==> src/rtl/serial_word_capture_pkg.sv <==
// ============================================================================
// serial_word_capture_pkg
// Shared sizes, capture state encoding and reference test patterns.
// Revision: 1.0
// ============================================================================
`default_nettype none

package serial_word_capture_pkg;

   localparam int DEF_WIDTH = 8;
   localparam int DEF_DEPTH = 16;

   localparam logic [DEF_WIDTH-1:0] PAT_CC = 8'hCC;
   localparam logic [DEF_WIDTH-1:0] PAT_AA = 8'hAA;

   typedef enum logic [0:0] {
      ST_CAPTURE = 1'b0,
      ST_FULL    = 1'b1
   } cap_state_e;

   // Word counter must represent 0..depth inclusive.
   function automatic int count_width(input int depth);
      return $clog2(depth + 1);
   endfunction

endpackage

`default_nettype wire

==> src/rtl/serial_word_capture_if.sv <==
// ============================================================================
// serial_word_capture_if
// Serial input, read port and status bundle of the word capture block.
// Revision: 1.0
// ============================================================================
`default_nettype none

interface serial_word_capture_if
   import serial_word_capture_pkg::*;
#(
   parameter int WIDTH = DEF_WIDTH,
   parameter int DEPTH = DEF_DEPTH
);

   localparam int ADDR_W  = $clog2(DEPTH);
   localparam int COUNT_W = count_width(DEPTH);

   logic               in_bit;
   logic               in_valid;
   logic [ADDR_W-1:0]  rd_addr;
   logic [WIDTH-1:0]   rd_data;
   logic               word_valid;
   logic [WIDTH-1:0]   word_data;
   logic [COUNT_W-1:0] word_count;
   logic               full;

   modport master (
      output in_bit, in_valid, rd_addr,
      input  rd_data, word_valid, word_data, word_count, full
   );

   modport slave (
      input  in_bit, in_valid, rd_addr,
      output rd_data, word_valid, word_data, word_count, full
   );

endinterface

`default_nettype wire

==> src/rtl/serial_word_capture_mem.sv <==
// ============================================================================
// capture_mem
// Synchronous-write, registered-read memory with synchronous clear.
// Revision: 1.0
// ============================================================================
`default_nettype none

module capture_mem #(
   parameter int WIDTH  = 8,
   parameter int DEPTH  = 16,
   parameter int ADDR_W = $clog2(DEPTH)
) (
   input  wire logic              clk,
   input  wire logic              clear,
   input  wire logic              we_i,
   input  wire logic [ADDR_W-1:0] wr_addr_i,
   input  wire logic [WIDTH-1:0]  wr_data_i,
   input  wire logic [ADDR_W-1:0] rd_addr_i,
   output logic      [WIDTH-1:0]  rd_data_o
);

   logic [WIDTH-1:0] mem_q [DEPTH];
   logic [WIDTH-1:0] rd_data_q;

   // Non-blocking read of mem_q gives read-before-write on address collision.
   always_ff @(posedge clk) begin
      if (clear) begin
         for (int i = 0; i < DEPTH; i++) begin
            mem_q[i] <= '0;
         end
         rd_data_q <= '0;
      end else begin
         rd_data_q <= mem_q[rd_addr_i];
         if (we_i) begin
            mem_q[wr_addr_i] <= wr_data_i;
         end
      end
   end

   assign rd_data_o = rd_data_q;

endmodule

`default_nettype wire

==> src/rtl/serial_word_capture.sv <==
// ============================================================================
// serial_word_capture
// LSB-first serial-to-word deserializer feeding a capture memory.
// Build option: SERIAL_CAPTURE_WRAP_EN (wrap and overwrite instead of stop).
// Revision: 1.0
// ============================================================================
`default_nettype none

module serial_word_capture
   import serial_word_capture_pkg::*;
#(
   parameter int WIDTH = DEF_WIDTH,
   parameter int DEPTH = DEF_DEPTH
) (
   input  wire logic              clk,
   input  wire logic              clear,
   serial_word_capture_if.slave   bus
);

   localparam int CNT_W   = $clog2(WIDTH);
   localparam int ADDR_W  = $clog2(DEPTH);
   localparam int COUNT_W = count_width(DEPTH);

   cap_state_e         state_q, state_d;
   logic [CNT_W-1:0]   bit_cnt_q, bit_cnt_d;
   logic [ADDR_W-1:0]  wr_addr_q, wr_addr_d;
   logic [WIDTH-1:0]   shift_q, shift_d;
   logic               word_valid_q, word_valid_d;
   logic [WIDTH-1:0]   word_data_q, word_data_d;
   logic [COUNT_W-1:0] word_count_q, word_count_d;
   logic               mem_we;

   always_ff @(posedge clk) begin
      if (clear) begin
         state_q      <= ST_CAPTURE;
         bit_cnt_q    <= '0;
         wr_addr_q    <= '0;
         shift_q      <= '0;
         word_valid_q <= 1'b0;
         word_data_q  <= '0;
         word_count_q <= '0;
      end else begin
         state_q      <= state_d;
         bit_cnt_q    <= bit_cnt_d;
         wr_addr_q    <= wr_addr_d;
         shift_q      <= shift_d;
         word_valid_q <= word_valid_d;
         word_data_q  <= word_data_d;
         word_count_q <= word_count_d;
      end
   end

   always_comb begin
      state_d      = state_q;
      bit_cnt_d    = bit_cnt_q;
      wr_addr_d    = wr_addr_q;
      shift_d      = shift_q;
      word_valid_d = 1'b0;
      word_data_d  = word_data_q;
      word_count_d = word_count_q;
      mem_we       = 1'b0;

      if (state_q == ST_CAPTURE && bus.in_valid) begin
         shift_d[bit_cnt_q] = bus.in_bit;
         bit_cnt_d          = bit_cnt_q + CNT_W'(1);
         if (bit_cnt_q == CNT_W'(WIDTH - 1)) begin
            mem_we       = 1'b1;
            word_data_d  = shift_d;
            word_valid_d = 1'b1;
            wr_addr_d    = wr_addr_q + ADDR_W'(1);
`ifdef SERIAL_CAPTURE_WRAP_EN
            if (word_count_q != COUNT_W'(DEPTH)) begin
               word_count_d = word_count_q + COUNT_W'(1);
            end
`else
            word_count_d = word_count_q + COUNT_W'(1);
            if (word_count_q == COUNT_W'(DEPTH - 1)) begin
               state_d = ST_FULL;
            end
`endif
         end
      end
   end

   capture_mem #(
      .WIDTH  (WIDTH),
      .DEPTH  (DEPTH),
      .ADDR_W (ADDR_W)
   ) u_mem (
      .clk       (clk),
      .clear     (clear),
      .we_i      (mem_we),
      .wr_addr_i (wr_addr_q),
      .wr_data_i (shift_d),
      .rd_addr_i (bus.rd_addr),
      .rd_data_o (bus.rd_data)
   );

   assign bus.word_valid = word_valid_q;
   assign bus.word_data  = word_data_q;
   assign bus.word_count = word_count_q;
   assign bus.full       = (state_q == ST_FULL);

endmodule

`default_nettype wire

==> src/flat_wrapper.sv <==
// flat-port wrapper written by rule: the top's interface ports become plain ports
module serial_word_capture_flat import serial_word_capture_pkg::*;
#(
   parameter int WIDTH = DEF_WIDTH,
   parameter int DEPTH = DEF_DEPTH
)
  (clk, clear, bus_in_bit, bus_in_valid, bus_rd_addr, bus_rd_data, bus_word_valid, bus_word_data, bus_word_count, bus_full);
  serial_word_capture_if #(.WIDTH(WIDTH), .DEPTH(DEPTH)) bus_i ();
  input  wire logic clk;
  input  wire logic clear;
  input wire logic [$bits(bus_i.in_bit)-1:0] bus_in_bit;
  input wire logic [$bits(bus_i.in_valid)-1:0] bus_in_valid;
  input wire logic [$bits(bus_i.rd_addr)-1:0] bus_rd_addr;
  output wire logic [$bits(bus_i.rd_data)-1:0] bus_rd_data;
  output wire logic [$bits(bus_i.word_valid)-1:0] bus_word_valid;
  output wire logic [$bits(bus_i.word_data)-1:0] bus_word_data;
  output wire logic [$bits(bus_i.word_count)-1:0] bus_word_count;
  output wire logic [$bits(bus_i.full)-1:0] bus_full;
  assign bus_i.in_bit = bus_in_bit;
  assign bus_i.in_valid = bus_in_valid;
  assign bus_i.rd_addr = bus_rd_addr;
  assign bus_rd_data = bus_i.rd_data;
  assign bus_word_valid = bus_i.word_valid;
  assign bus_word_data = bus_i.word_data;
  assign bus_word_count = bus_i.word_count;
  assign bus_full = bus_i.full;
  serial_word_capture #(.WIDTH(WIDTH), .DEPTH(DEPTH)) u_core (.clk(clk), .clear(clear), .bus(bus_i));
endmodule
==> config.mk <==
export PLATFORM = sky130hd
export DESIGN_NAME = serial_word_capture_flat
export DESIGN_NICKNAME = d
export VERILOG_FILES = /design/src/rtl/serial_word_capture_pkg.sv /design/src/rtl/serial_word_capture_if.sv /design/src/rtl/serial_word_capture_mem.sv /design/src/rtl/serial_word_capture.sv /design/src/flat_wrapper.sv
export SDC_FILE = /design/constraint.sdc
export NUM_CORES = 1
export LEC_CHECK = 0
export CORE_AREA = 2 2 134 103
export CTS_CLUSTER_DIAMETER = 40
export DETAILED_ROUTE_END_ITERATION = 7
export DIE_AREA = 0 0 136 105
export PLACE_DENSITY = 0.83
export REMOVE_ABC_BUFFERS = 1
export SKIP_LAST_GASP = 1
export SYNTH_ARGS = -nofsm -noshare
export SYNTH_HDL_FRONTEND = slang
export SYNTH_HIERARCHICAL = 1
export SYNTH_SLANG_ARGS = --single-unit
==> constraint.sdc <==
create_clock -name clk -period 3 [get_ports clk]
set_input_delay 0.6 -clock clk [delete_from_list [all_inputs] [get_ports clk]]
set_output_delay 0.6 -clock clk [all_outputs]
set_load 0.01 [all_outputs]
# Word level (Yosys, flattened, before mapping)
# Memories as Yosys holds them, arrays and structs flattened. A register that Yosys moved wholly into a read port is not among the register bits.
# Cells that the tools add are included.
[word_totals] romBits=0 memories=1 latch_bits=0 ramBits=128 regBits=30 out_inout_bits=23
[mem_list] memory="u_core.u_mem.mem_q" words=16 width=8 rd=1 rd_clocked_by_memory_dff=1 write_ports=16 line_no="serial_word_capture_mem.sv:22" rtl="logic [WIDTH-1:0] mem_q [DEPTH];"
[classes] n_mul=0 order_cmp=2 shifts=0 n_addsub=3 n_div=0 n_reduce_logical=5 n_eq_ne=2 n_bitwise=1 muxes=14
[ops] op="two-way mux 8 bit" count=2
[ops] op="two-way mux 1 bit" count=9
[ops] op="bitwise mux 8 bit" count=1
[ops] op="OR reduction 8 bit" count=1
[ops] op="adder 5 x 1 -> 5 bit, second input constant" count=1
[ops] op="equality test 5 x 4 -> 1 bit, second input constant" count=1
[ops] op="adder 4 x 1 -> 4 bit, second input constant" count=1
[ops] op="less-than comparator 3 x 4 -> 1 bit, second input constant" count=1
[ops] op="two-way mux 4 bit" count=1
[ops] op="adder 3 x 1 -> 3 bit, second input constant" count=1
[ops] op="demux 1 bit (select 3 bit)" count=1
[ops] op="equality test 3 bit, second input constant" count=1
[ops] op="greater-or-equal comparator 3 x 1 -> 1 bit, second input constant" count=1
[ops] op="AND reduction 3 bit" count=1
[ops] op="logical AND 1 bit" count=2
[ops] op="AND reduction 2 bit" count=1
[ops] op="inverter 1 bit" count=1

# Depth between registers and ports, before layout
[logic_depth] depth_word=8 depth_mapped=9 mapped_depth_nobuf=8

# Modules after synthesis
# Netlist, hierarchy kept.
[modules_own_cells] module="capture_mem" instances=1 area_per_inst_um2=6234.7 cells_per_inst=444 seq_area_each_um2=4003.8
[modules_own_cells] module="serial_word_capture" instances=1 area_per_inst_um2=1438.9 cells_per_inst=163 seq_area_each_um2=600.6

# Worst setup path before layout
# No wires, ideal clock.
[synth_path] path_type="register to register" start="register u_core.bit_cnt_q[0]" end="memory u_core.u_mem.mem_q[5][0] (enable)" setup_slack_ps=606 n_path_buf=1 arrival_time_ps=2065 setup_time_ps=329 path_stages_with_launch=10 path_cell_list="dfxtp_1 ha_1 ha_1 nand3b_4 clkinv_1 buf_2 nor3b_1 nand2_1 nor2_1 or2_1"
[synth_rtl] item="start, declared" line_no="serial_word_capture.sv:25" rtl="logic [CNT_W-1:0] bit_cnt_q, bit_cnt_d;"
[synth_rtl] item="start signal, assigned" line_no="serial_word_capture.sv:44" rtl="bit_cnt_q <= bit_cnt_d;"
[synth_rtl] item="end, declared" line_no="serial_word_capture_mem.sv:22"

==> impl_metrics.ini <==
[cells_and_area]
syn2layout_area_growth_pct = 14.9
diodes = 0
final_nets = 671
layout_common_cells = and2_1 (129), edfxtp_1 (128), mux2i_1 (46)
mostFrequentLayoutCell = and2_1
drive_above_1_share_pct = 13.7

[logic_synthesis]
synthArstFlopShare_pct = 0
yosys_warnings = 6
syn-cell-area_sq_um = 7670
synth_area_leaders = edfxtp_1 (50%), and2_1 (11%), dfxtp_1 (9.9%), mux2i_1 (6.0%), a22oi_1 (2.2%)
synth-seq-area-share_pct = 60.0
synth_cell_types = 46
yosysTopAreaCell = edfxtp_1
ys_seq_elements = 166
synth-edff-count = 128
syn_inst = 607
synth_flop_cell = edfxtp_1
synthSimpleGateAreaFrac_pct = 21.6
yosys.area.top_type_share_pct = 50.1
synth_top_family_by_area = simple AND/OR/NAND/NOR gates
synth_mux_area_share_pct = 8.79
synth-compound-area-share_pct = 5.46
synthXorXnorAreaFrac_pct = 0.342
avgSynthCellArea_sq_um = 12.6
synth_fa_ha_area_share_pct = 0.815

[sta]
post-route-min-period_ps = 2590
hold_viol = 0
fin_tns_setup_ps = 0
rsz0062_at_grt = no
fin_crit_sh_pct = 86.4
max_slew_margin_pct = 26.0
maxSlewViolCount = 0
max_freq_ghz = 0.386
worst_pin_slew_ps = 1110
finClkSkew_ps = 7.69
setup-violations-final = 0

[clocking]
insertion_delay_ps = 420
clk_pin_slew_ps = 60
cts_num_sinks = 166
hold_buffers = 0
cts_root_buf = clkbuf_16
postCtsResizedCells = 0
cts_buffer_depth = 2
htreeDepth = 4
postCtsSetupRepairBufs = 0
cts_buffers = 17
cts_tree = built

[setup_path]
cp_max_fo = 18
r2r_slack_ps = 410
critical_path_buf_inv_count = 1
reg2reg_to = u_core/u_mem/mem_q[5][6]
r2r_cells = 7
worstPathRequired_ps = 3080
path_delay_family = simple AND/OR/NAND/NOR gates
end_kind = flip-flop
start_kind = flip-flop
cp.depth = 7
crit_type = reg -> reg
crit_arrival_ps = 2670
r2r_start = u_core/bit_cnt_q[2]
max_stage_delay_ps = 680
cp_slowest_cell = dfxtp_1
crit_chain = ha_1, nand3b_4, clkinv_1, nor3b_1, nand2_1, nor2_1, or2_1

[global_routing]
grt_pass1_vias = 4715
grt_max_degree = 41
grt_pass1_wl_um = 25500
overflow = 0
antenna_found_initial = 0
grt_util_all_layers_pct = 24.2

[power]
p_switching_mw = 1.16
p_per_area_nw_per_um2 = 583
sequentialPowerShare_pct = 50.7
leakage_nw = 3.34
switching_share_pct = 22.5
p_comb_share_pct = 7.6
p_clk_share_pct = 41.7
ir_worst_vdd_mv = 0.443
internal-power_mw = 3.98
power_mw = 5.14

[detailed_routing]
avgRoutedWirePerCell_um = 19.7
drtIter0Drc = 427
route.detailed.drc = 0
routed_wl_um = 16600
final_antenna_net_count = 0
via_per_inst = 5.77
via_count = 4862
dr.pass1.iters = 5

[hold_path]
min_path_cells = 2
min_to = u_core/bus.word_data[2]
hold_path_class = reg -> reg
min_from = u_core/bus.word_data[2]

[job]
maxCapViolations = 0

[place]
place_congestion = 0.826
portBuffers = 30
dp.final_hpwl_um = 11200

[die]
start_util_pct = 59.6
rows = 36
die_h_um = 105
io_pins = 31
core_sq_um = 12900
die_w_um = 136
dieArea_sq_um = 14300

[status]
status = finished clean
-- logic make-up (layout without fill, tap and decap cells) --
kind of cell             count (synthesis)  in the layout
multiplexers                            55             55
buffers and inverters                   37            101
adder cells (fa/ha/maj)                  5              5
AND/OR/NAND/NOR                        280            280
XOR/XNOR                                 3              3
AO/OA/AOI/OAI                           61             61
flip-flops                             166            166
-- worst min-delay path: cells and delay by family, from the launching register on --
kind / cells / cell delay (ps)
simple gates: 2 / 140
flops: 1 / 310
-- state kept, by name, indices dropped and copies added, names as in the netlist --
name	flops
u_core/bit_cnt_q	3
u_core/bus.full	1
u_core/bus.word_count	5
u_core/bus.word_data	8
u_core/bus.word_valid	1
u_core/shift_q	8
u_core/u_mem/mem_q	128
u_core/u_mem/rd_data_o	8
u_core/wr_addr_q	4
-- how the worst max path moves through the flow --
stage	start	to
floorplan	u_core/bit_cnt_q[0]	u_core/u_mem/mem_q[5][0]
CTS	u_core/bit_cnt_q[2]	u_core/u_mem/mem_q[5][6]
global placement	bus_in_valid	u_core/u_mem/mem_q[1][0]
finish	u_core/bit_cnt_q[2]	u_core/u_mem/mem_q[5][6]
detailed placement	bus_in_valid	u_core/u_mem/mem_q[6][0]
global route	u_core/bit_cnt_q[2]	u_core/u_mem/mem_q[5][0]
-- power groups by stage --
| stage | sequential (mW) | combinational [mW] | clock [mW] |
|---|---|---|---|
| after floorplan | 2.65 | 0.192 | 0 |
| after global placement | 2.65 | 0.374 | 0 |
| after detailed placement | 2.65 | 0.384 | 0 |
| after CTS | 2.61 | 0.387 | 2.16 |
| after global routing | 2.61 | 0.415 | 2.27 |
| final | 2.61 | 0.391 | 2.14 |
-- Yosys cell counts (all sizes together), types with 2 or more instances --
library cell / instances
mux4: 9
and4b: 3
nand2: 19
xnor2: 3
and2: 129
or3b: 3
a22oi: 22
a21oi: 11
buf: 18
and4bb: 3
clkbuf: 15
nor2b: 2
a211oi: 16
nor2: 44
ha: 5
mux2i: 46
or3: 4
nor3: 22
inv: 3
nand2b: 13
or2: 16
nand3: 11
dfxtp: 38
edfxtp: 128
nand3b: 4
o21ai: 11
-- layout make-up --
| cell class | count | area (sq um) |
|---|---|---|
| Sequential cell | 166 | 4600 |
| Clock buffer | 23 | 500 |
| Multi-Input combinational cell | 404 | 2840 |
| Tap cell | 171 | 214 |
| Timing Repair Buffer | 65 | 553 |
| Clock inverter | 9 | 88.8 |
| Inverter | 4 | 15.0 |
| Fill cell | 910 | 4070 |
-- per-stage QoR --
step | std cells | hold slack, ps | utilization [%] | worst slack (ps) | instance area, sq um
2_1_floorplan | 574 | 478 | - | 349 | 7460
3_3_place_gp | 810 | 477 | 63.9 | 283 | 8230
3_5_place_dp | 810 | 483 | 63.9 | 277 | 8230
4_1_cts | 842 | 496 | 68.4 | 459 | 8820
5_1_grt | 842 | 516 | 68.4 | 326 | 8820
6_report | 842 | 497 | 68.4 | 408 | 8820
-- layer usage --
metal  share of wire [%]  global-route usage (%)  routed length [um]  vias up
met5                   0                       0                   0        -
li1                    -                       -                   -     2286
met1                  44                    33.6                7300     2380
met4                 1.4                    7.07                 228        0
met2                  48                    38.0                7890      180
met3                 7.0                    6.02                1160       16
No activity file was read; power rests on OpenSTA's default activity.
==> variant (config.mk and constraints unchanged) <==
Build with the macro `SERIAL_CAPTURE_WRAP_EN` defined.
--- a/src/rtl/serial_word_capture.sv
+++ b/src/rtl/serial_word_capture.sv
@@ -6,4 +6,6 @@
 // ============================================================================
 `default_nettype none
+
+`define SERIAL_CAPTURE_WRAP_EN
 
 module serial_word_capture
Formal check against the unedited RTL: no difference found for any inputs over 10 cycles, from zero or initial values; that may be too few to reach the edited logic, so the function may still have changed.
==> variant against the unedited design <==
- sequential cell count down 1
- setup slack gained 170 ps
- wire length rose by 2.0%
- total power is 2.0% lower
- final area down 0.64%
- area after synthesis up 0.18%
- count of clock-buffer cells in the layout fell by 6
- critical endpoint is now u_core/u_mem/mem_q[14][1]
==> variant: results (changes against the unedited design) <==
min_path:
  worstHoldStart: "u_core/bus.word_data[6]"
placed_design:
  place_hpwl_microns: 11100  # -0.89%
  io_buffers: 29  # -3.3%
layout:
  clk_share_pct: 6.64  # -0.043 points
  fillers: 923  # +1.4%
  buffer_area_share_pct: 5.77  # -0.50 points
  n_all_inverters: 3  # -1
  multi_input_area_share_pct: 32.7  # +0.46 points
  nNetsFinal: 648  # -3.4%
  regArea_sq_um: 4580  # -0.43%
critical_path:
  crit_arrival_ps: 2500  # -170 ps
  crit_path_start: "u_core/bit_cnt_q[1]"
  crit_fanout: 19  # +1
  r2r_setup_slack_ps: 580  # +170 ps
route:
  drt-vias-per-instance: 5.90  # +2.2%
  first_iter_violations: 379  # -11%
pwr:
  vdd.ir_drop.worst_v: 0.000520  # +17%
  p_leak_nw: 3.31  # -0.91%
  comb_power_w: 0.000336  # -14%
  swShare_pct: 22.4  # -0.12 points
global_routing:
  grt_pass1_wl_microns: 26600  # +4.6%
  grt_max_degree: 31  # -24%
  grtUsageTotal_pct: 25.2  # +0.99 points
  grt_pass1_vias: 4810  # +2.0%
logic_synthesis:
  ys_seq_area_share_pct: 59.6  # -0.37 points
  synthDistinctLibCells: 49  # +6.5%
  synth_compound_area_share_pct: 4.33  # -1.1 points
cts:
  cts.sinks: 165  # -0.60%
timing:
  finalCritPeriodShare_pct: 80.6  # -5.8 points
status:
  status: "completed"
==> variant: cell count changes after synthesis, sizes merged, moves of 4 or more <==
cell / before / now
nor3: 22 / 8
nor2: 44 / 32
a211oi: 16 / 6
mux2: 0 / 10
mux2i: 46 / 54
nor2b: 2 / 10
a21oi: 11 / 6
nand2: 19 / 15
==> variant: per-stage QoR <==
stage | util [%] | cells | cell area [sq um] | hold WS [ps]
3_3_place_gp | 63.5 | 787 | 8180 | 488
4_1_cts | 68.0 | 819 | 8760 | 510
5_1_grt | 68.0 | 819 | 8760 | 546
6_report | 68.0 | 819 | 8760 | 506
3_5_place_dp | 63.5 | 787 | 8180 | 498
2_1_floorplan | - | 557 | 7460 | 483
==> variant: per-layer routing <==
metal  wire [microns]  GRT usage [%]  share of wire, %
met1             7670           36.7                45
met2             7880           38.1                47
met3             1150           6.60               6.8
met4              204           6.18               1.2
met5                0              0                 0
